File: config.mk
export PLATFORM = sky130hd
export DESIGN_NAME = pipeir_buf
export DESIGN_NICKNAME = d
export VERILOG_FILES = /design/src/rtl/pipe_pkg.sv /design/src/rtl/sync_fifo_core.sv /design/src/rtl/pipeir_buf.sv
export SDC_FILE = /design/constraint.sdc
export NUM_CORES = 1
export LEC_CHECK = 0
export ABC_AREA = 1
export CAP_MARGIN = 20
export CORE_MARGIN = 1.5
export CORE_UTILIZATION = 29
export DETAILED_ROUTE_END_ITERATION = 16
export GPL_TIMING_DRIVEN = 1
export PLACE_DENSITY = 0.55
export SLEW_MARGIN = 40
export SYNTH_ARGS = -nofsm -noshare
export SYNTH_HDL_FRONTEND = slang
export SYNTH_SLANG_ARGS = --single-unit
File: constraint.sdc
create_clock -name clk -period 4.9 [get_ports clk]
set_input_delay 0.98 -clock clk [delete_from_list [all_inputs] [get_ports clk]]
set_output_delay 0.98 -clock clk [all_outputs]
set_load 0.01 [all_outputs]
File: src/rtl/pipe_pkg.sv
// Shared IF/ID definitions: default widths, the decode NOP and the fetch entry layout.
package pipe_pkg;

    localparam int PC_W_DEF  = 8;
    localparam int INS_W_DEF = 32;
    localparam int DEPTH_DEF = 2;

    localparam logic [INS_W_DEF-1:0] NOP_INS_DEF = 32'h0000_0000;

    typedef struct packed {
        logic [PC_W_DEF-1:0]  pc;
        logic [INS_W_DEF-1:0] ins;
    } if_id_entry_t;

endpackage

File: src/rtl/sync_fifo_core.sv
// Circular buffer with pointers and occupancy; clr empties it at the next edge, rst=0 likewise.
// Read data is the registered head (no bypass); caller must not push when full or pop when empty.
module sync_fifo_core #(
    parameter int  W     = 40,
    parameter int  DEPTH = 2,
    localparam int PTR_W = $clog2(DEPTH),
    localparam int CNT_W = $clog2(DEPTH + 1)
) (
    input  logic             clk,
    input  logic             rst,
    input  logic             clr,
    input  logic             push,
    input  logic             pop,
    input  logic [W-1:0]     wr_dat,
    output logic [W-1:0]     rd_dat,
    output logic [CNT_W-1:0] count,
    output logic             full,
    output logic             empty
);

    localparam logic [PTR_W-1:0] PTR_ONE = PTR_W'(1);
    localparam logic [CNT_W-1:0] CNT_ONE = CNT_W'(1);

    logic [W-1:0]     mem_q [DEPTH];
    logic [W-1:0]     mem_d [DEPTH];
    logic [PTR_W-1:0] wr_ptr_q, wr_ptr_d;
    logic [PTR_W-1:0] rd_ptr_q, rd_ptr_d;
    logic [CNT_W-1:0] count_q, count_d;

    always_comb begin
        mem_d = mem_q;
        if (push) begin
            mem_d[wr_ptr_q] = wr_dat;
        end
    end

    always_comb begin
        wr_ptr_d = wr_ptr_q;
        rd_ptr_d = rd_ptr_q;
        count_d  = count_q;
        if (clr) begin
            wr_ptr_d = '0;
            rd_ptr_d = '0;
            count_d  = '0;
        end else begin
            if (push) begin
                wr_ptr_d = wr_ptr_q + PTR_ONE;
            end
            if (pop) begin
                rd_ptr_d = rd_ptr_q + PTR_ONE;
            end
            if (push && !pop) begin
                count_d = count_q + CNT_ONE;
            end else if (!push && pop) begin
                count_d = count_q - CNT_ONE;
            end
        end
    end

    // Storage is never cleared; readers mux the head away whenever empty.
    always_ff @(posedge clk) begin
        mem_q <= mem_d;
    end

    always_ff @(posedge clk) begin
        if (!rst) begin
            wr_ptr_q <= '0;
            rd_ptr_q <= '0;
            count_q  <= '0;
        end else begin
            wr_ptr_q <= wr_ptr_d;
            rd_ptr_q <= rd_ptr_d;
            count_q  <= count_d;
        end
    end

    assign rd_dat = mem_q[rd_ptr_q];
    assign count  = count_q;
    assign full   = (count_q == CNT_W'(DEPTH));
    assign empty  = (count_q == '0);

endmodule

File: src/rtl/pipeir_buf.sv
// Elastic IF/ID buffer: fetch pushes {pc, ins}, decode pops in order; 1-cycle push-to-visible latency.
// in_ready depends only on occupancy (full refuses even with a same-cycle pop); flush beats push/pop.
module pipeir_buf
    import pipe_pkg::*;
#(
    parameter int               PC_W    = PC_W_DEF,
    parameter int               INS_W   = INS_W_DEF,
    parameter int               DEPTH   = DEPTH_DEF,
    parameter logic [INS_W-1:0] NOP_INS = INS_W'(NOP_INS_DEF),
    localparam int              CNT_W   = $clog2(DEPTH + 1)
) (
    input  logic             clk,
    input  logic             rst,
    input  logic             in_valid,
    output logic             in_ready,
    input  logic [PC_W-1:0]  in_pc,
    input  logic [INS_W-1:0] in_ins,
    input  logic             flush,
    output logic             out_valid,
    input  logic             out_ready,
    output logic [PC_W-1:0]  out_pc,
    output logic [INS_W-1:0] out_ins,
    output logic [CNT_W-1:0] count
);

    typedef struct packed {
        logic [PC_W-1:0]  pc;
        logic [INS_W-1:0] ins;
    } entry_t;

    entry_t          wr_ent;
    entry_t          rd_ent;
    logic            full;
    logic            empty;
    logic            push;
    logic            pop;
    logic [PC_W-1:0] last_pc_q, last_pc_d;

    assign in_ready  = ~full;
    assign out_valid = ~empty;
    assign push      = in_valid & ~full & ~flush;
    assign pop       = ~empty & out_ready & ~flush;

    assign wr_ent.pc  = in_pc;
    assign wr_ent.ins = in_ins;

    sync_fifo_core #(
        .W     ($bits(entry_t)),
        .DEPTH (DEPTH)
    ) u_core (
        .clk    (clk),
        .rst    (rst),
        .clr    (flush),
        .push   (push),
        .pop    (pop),
        .wr_dat (wr_ent),
        .rd_dat (rd_ent),
        .count  (count),
        .full   (full),
        .empty  (empty)
    );

    // While empty, decode keeps seeing the PC it last consumed alongside a NOP.
    always_comb begin
        last_pc_d = last_pc_q;
        if (flush) begin
            last_pc_d = '0;
        end else if (pop) begin
            last_pc_d = rd_ent.pc;
        end
    end

    always_ff @(posedge clk) begin
        if (!rst) begin
            last_pc_q <= '0;
        end else begin
            last_pc_q <= last_pc_d;
        end
    end

    assign out_pc  = empty ? last_pc_q : rd_ent.pc;
    assign out_ins = empty ? NOP_INS : rd_ent.ins;

endmodule

==> metrics.txt, run 1 <==
fin crit share=64.9%; drt initial violations=153; Critical Path AT=2.20 ns; RSZ-0062 raised after global routing=false; Die ar.=13,000 µm²; R2R cell count=9; final core utilization=41.4%; Root Buffer=clkbuf_16; Boundary Pins=89; EDFF count, synth=80; Clock transition at path regs=0.06 ns; Total Wirelength=8110 µm; Final Max Tran Viols=0; largest net degree at the start of global routing=43; Fill cells=1,162; vias in the first global route=2,371; Placer Congestion=0.725; Final WS setup=1.72 ns; xor and xnor area share after synthesis=0%; initial antenna violation count=0; Initial Utilization=29.7%; mux contribution to synthesized area=0%; core area=12,000 µm²; TNS Setup=0 ns; Achievable Freq=314 MHz; Synth Flop Type=edfxtp_1; Tmin final=3.18 ns; area grow syn2layout=39.6%; Setup crit end kind=output port; Ys Warns=0; Worst Skew=0.00629 ns; Avg WL per Cell=14.9 µm; leading cell type by number of instances after synthesis=nand2_1; Synth Area in Compound Gates=7.30%; Max VDD drop=0.000162 V; flops & latches, synth=92; worst path required time=3.92 ns; ys async rst share=0%; nature of the critical path startpoint=flip-flop; global-route wire length before repair=12,500 µm; Post-Synth Adder-Cell Area=0.351%; Synthesized Nets=350; leakage power=1.79 nW; cell taking the most area after synthesis=edfxtp_1; # DRC=0; Yosys top cell area share=67.4%; CTS Sinks=92; die extent in y=114 µm; post-synthesis area per instance=11.7 µm²; Max Cap Viol=0; sequential fraction of the synthesis area=74.1%; vias=2,453; synth top area cells=edfxtp_1, nand2_1, dfxtp_1; worst hold path type=reg2reg; worst setup path class=reg2out; CTS Buf Count=9; outcome=completed; DR vias/cell=4.49; # diodes=0; clock latency on the worst-skew pair=0.33 ns; Hold Path Stages=2; relative slew slack=49.6%; Post-Syn Instances=304; Final Hold Viols=0; DIE WIDTH=114 µm; CTS tree=built; # nets final=440; buffers added on ports=88; Cell Pwr Density=336 nW/µm²; post-CTS sizing=0; DRT Pass-1 Iters=4; global router's overall resource usage=12.8%; design area=4980 µm²; largest family of logic cells by synthesized area=simple AND/OR/NAND/NOR gates; dpl hpwl=5340 µm; Worst Max-Slew Pin Slew=0.755 ns; Critical Path Fanout Max=17; post-synthesis simple-gate area fraction=14.6%; Clock H-tree levels=3; antenna-violating nets left=0; post-synthesis cell type count=19; gr ovfl total=0; Cell Area, Synth=3570 µm²; pre-CTS WS=1.89 ns; standard-cell rows=40; fraction of layout cells with a size suffix above 1=7.02%; final setup violating endpoints=0; Area after DPL=4710 µm²; maximum buffer depth of the clock tree=2; Post-CTS Setup Repair Bufs=0; # hold bufs at CTS=0; synth cell count leaders=nand2_1, edfxtp_1, a21oi_1, nor2_1, dfxtp_1
worst paths after layout:
path                           startpoint                            to  slack (ns)
max          u_core.count[1]$_SDFFE_PP0P_                     out_pc[7]        1.72
min             last_pc_q[0]$_SDFFE_PP0P_     last_pc_q[0]$_SDFFE_PP0P_        0.52
max reg2reg  u_core.count[1]$_SDFFE_PP0P_  u_core.count[1]$_SDFFE_PP0P_        2.82
min reg2reg     last_pc_q[0]$_SDFFE_PP0P_     last_pc_q[0]$_SDFFE_PP0P_        0.52
cells by family after synthesis:
logic type / after synthesis
AO/OA/AOI/OAI: 50
adder cells (fa/ha/maj): 1
buffers and inverters: 27
flip-flops: 92
AND/OR/NAND/NOR: 134
placed cells by master (no fill, tap or decap), drive strengths merged:
cell / instances
inv: 13
nor2: 33
a31oi: 8
clkbuf: 9
clkdlybuf4s50: 88
clkinv: 6
ha: 1
nand4: 1
a21oi: 33
nand2: 98
edfxtp: 80
nand3: 2
o21ai: 9
buf: 6
dfxtp: 12
report_power, final:
part           total (mW)  leakage (nW)  switching [mW]  internal [mW]
Combinational       0.175         0.824          0.0832         0.0917
Clock               0.616         0.132           0.275          0.341
Sequential          0.882         0.831         0.00617          0.876
Total                1.67          1.79           0.364           1.31
worst max-delay path, stage by stage (launching register included):
cell	delay, ns
dfxtp_1	0.36
nor2_4	0.45
inv_2	0.26
a31oi_1	0.23
clkdlybuf4s50_1	0.56
through the flow:
stage               hold WS, ns  power, mW  instances
finish                    0.522       1.67        546
global route              0.550       1.74        546
CTS                       0.520       1.70        546
detailed placement        0.499       1.08        530
global placement          0.498       1.06        525
floorplan                 0.475      0.965        304
metal layers:
metal / global-route usage, % / share of wire [%] / wire length, µm
met2: 20.3 / 48 / 3910
met3: 3.03 / 4.9 / 396
met1: 16.9 / 46 / 3730
met5: 0 / 0 / 0
met4: 5.00 / 1.0 / 84
final cells by class:
| type | instances | area (µm²) | area share, % |
|---|---|---|---|
| flip-flops and latches | 92 | 2640 | 53.1 |
| well taps | 147 | 184 | 3.70 |
| clock buffers | 9 | 225 | 4.52 |
| clock inverters | 7 | 42.5 | 0.855 |
| repair buffers | 94 | 1030 | 20.6 |
| inverters | 12 | 45.0 | 0.905 |
| multi-input cells | 185 | 811 | 16.3 |
flip-flops by register name, summed over array words and instances (netlist names):
| name | cells |
|---|---|
| u_core.mem_q | 80 |
| u_core.wr_ptr_q | 1 |
| u_core.rd_ptr_q | 1 |
| u_core.count | 2 |
| last_pc_q | 8 |
No activity file was read; power rests on OpenSTA's default activity.
==> inputs of run 2 (changes only) <==
==> constraint.sdc (replaced) <==
create_clock -name clk -period 3 [get_ports clk]
set_input_delay 0.6 -clock clk [delete_from_list [all_inputs] [get_ports clk]]
set_output_delay 0.6 -clock clk [all_outputs]
set_load 0.01 [all_outputs]
==> metrics.txt, run 2 (synthesis results as in run 1) <==
Top reg by flops=u_core.mem_q; Critical Path AT=2.11 ns (-0.09 ns); Max VDD drop=0.000288 V (+78%); Initial Utilization=29.7% (unchanged); commonest non-fill, non-tap cell in the layout=nand2_1; CTS Buf Count=9 (unchanged); Tmin final=2.71 ns; RSZ-0062 raised after global routing=false; worst hold path type=reg2reg; antenna-violating nets left=0 (unchanged); final setup violating endpoints=0 (unchanged); Die ar.=13,000 µm² (unchanged); clock latency on the worst-skew pair=0.34 ns (about the same); M3 GR Usage=3.99% (+0.96 points); vias in the first global route=2,462 (+3.8%); Max Cap Viol=0 (unchanged); TNS Setup=0 ns (unchanged); largest net degree at the start of global routing=43 (unchanged); crit-path cells=nor2_4, inv_2, a31oi_1, clkdlybuf4s50_1; Worst Skew=0.00597 ns (-0.000318 ns); standard-cell rows=40 (unchanged); pre-CTS WS=0.414 ns (-1.47 ns); gr ovfl total=0 (unchanged); dpl hpwl=4980 µm (-6.7%); crit-path max cell delay=0.56 ns (about the same); # hold bufs at CTS=0 (unchanged); Final Max Tran Viols=0 (unchanged); Avg WL per Cell=14.4 µm (-3.1%); Critical Path Fanout Max=17 (unchanged); post-CTS sizing=0 (unchanged); Post-CTS Setup Repair Bufs=0 (unchanged); CP delay by family, top=buffers and inverters; fraction of layout cells with a size suffix above 1=7.77% (+0.75 points); grt peak-use layer=met2; global router's overall resource usage=12.7% (-0.075 points); # DRC=0 (unchanged); slowest CP cell=clkdlybuf4s50_1; leakage power=1.78 nW (-0.36%); vias=2,432 (-0.86%); global-route wire length before repair=12,300 µm (-1.0%); Fill cells=1,156 (-0.52%); die extent in y=114 µm (unchanged); # diodes=0 (unchanged); worst setup path class=reg2out; worst path required time=2.40 ns (-1.52 ns); core area=12,000 µm² (unchanged); # nets final=440 (unchanged); area grow syn2layout=38.6%; DR vias/cell=4.45 (-0.86%); DIE WIDTH=114 µm (unchanged); Worst Max-Slew Pin Slew=0.485 ns (-0.271 ns); Placer Congestion=0.690 (-4.8%); outcome=completed; Total Wirelength=7860 µm (-3.1%); CTS Sinks=92 (unchanged); met2 usage=21.2% (+0.84 points); commonest cells after routing, fill and taps aside=nand2_1, clkdlybuf4s50_1, edfxtp_1; Setup crit end kind=output port; max FFs per register=80 (unchanged); Achievable Freq=369 MHz; WP buf/inv=2 (unchanged); Boundary Pins=89 (unchanged); multi-input logic area=811 µm² (unchanged); nature of the critical path startpoint=flip-flop; drt initial violations=106 (-31%); met1 Track Usage GR=15.6% (-1.3 points); Final WS setup=0.290 ns (-1.43 ns); Clock transition at path regs=0.06 ns (about the same); DRT Pass-1 Iters=4 (unchanged); initial antenna violation count=0 (unchanged); Final Hold Viols=0 (unchanged); Root Buffer=clkbuf_16; Cell Pwr Density=563 nW/µm² (+68%); relative slew slack=67.7% (+18 points); Worst R2R Setup Slack=1.00 ns (-1.82 ns); Clock H-tree levels=3 (unchanged); CTS tree=built; buffers added on ports=88 (unchanged); fin crit share=90.3%; Seq. cell area=2640 µm² (unchanged); maximum buffer depth of the clock tree=2 (unchanged)
-- run 2: area by class of cell --
type                    count  share of cell area (%)
clock inverters             5                   0.684
repair buffers             94                    19.7
well taps                 147                    3.72
multi-input cells         185                    16.4
flip-flops and latches     92                    53.5
inverters                  12                   0.912
clock buffers              11                    5.12
-- run 2: worst register-to-register path, cell delays in order (launching register included) --
cell and delay (ns):
dfxtp_1 0.44, nor2_4 0.15, nor2_2 0.38, nand2_2 0.24
ha_1 0.37, inv_1 0.08, nand3_1 0.09, nand2_1 0.07
inv_1 0.04, nor2_1 0.09
-- run 2: where the power goes --
group          internal, mW  total [mW]  switching, mW
clock                 0.607        1.06          0.458
combinational         0.144       0.276          0.132
sequential             1.43        1.44         0.0103
total                  2.18        2.78          0.600
-- run 2: per-layer routing --
layer | vias to the layer above | part of all wire (%) | wire [µm]
met1 | 1149 | 44 | 3440
met2 | 59 | 50 | 3960
met3 | 6 | 4.9 | 389
met5 | - | 0 | 0
met4 | 0 | 0.97 | 76
li1 | 1218 | - | -
-- run 2: worst paths after layout --
| check | cells past startpoint | startpoint | endpoint |
|---|---|---|---|
| setup / recovery | 4 | u_core.count[1]$_SDFFE_PP0P_ | out_pc[1] |
| hold / removal | 2 | last_pc_q[7]$_SDFFE_PP0P_ | last_pc_q[7]$_SDFFE_PP0P_ |
| setup reg to reg | 9 | u_core.count[1]$_SDFFE_PP0P_ | u_core.count[1]$_SDFFE_PP0P_ |
| hold reg to reg | 2 | last_pc_q[7]$_SDFFE_PP0P_ | last_pc_q[7]$_SDFFE_PP0P_ |
-- run 2: stage by stage --
step	hold slack, ns	instance area (µm²)	instances	util [%]	power, mW
finish	0.517	4940	546	41.1	2.78
global route	0.570	4940	546	41.1	2.89
CTS	0.518	4940	546	41.1	2.82
detailed placement	0.497	4650	530	38.7	1.75
global placement	0.497	4620	529	38.5	1.73
floorplan	0.475	3570	304	-	1.58
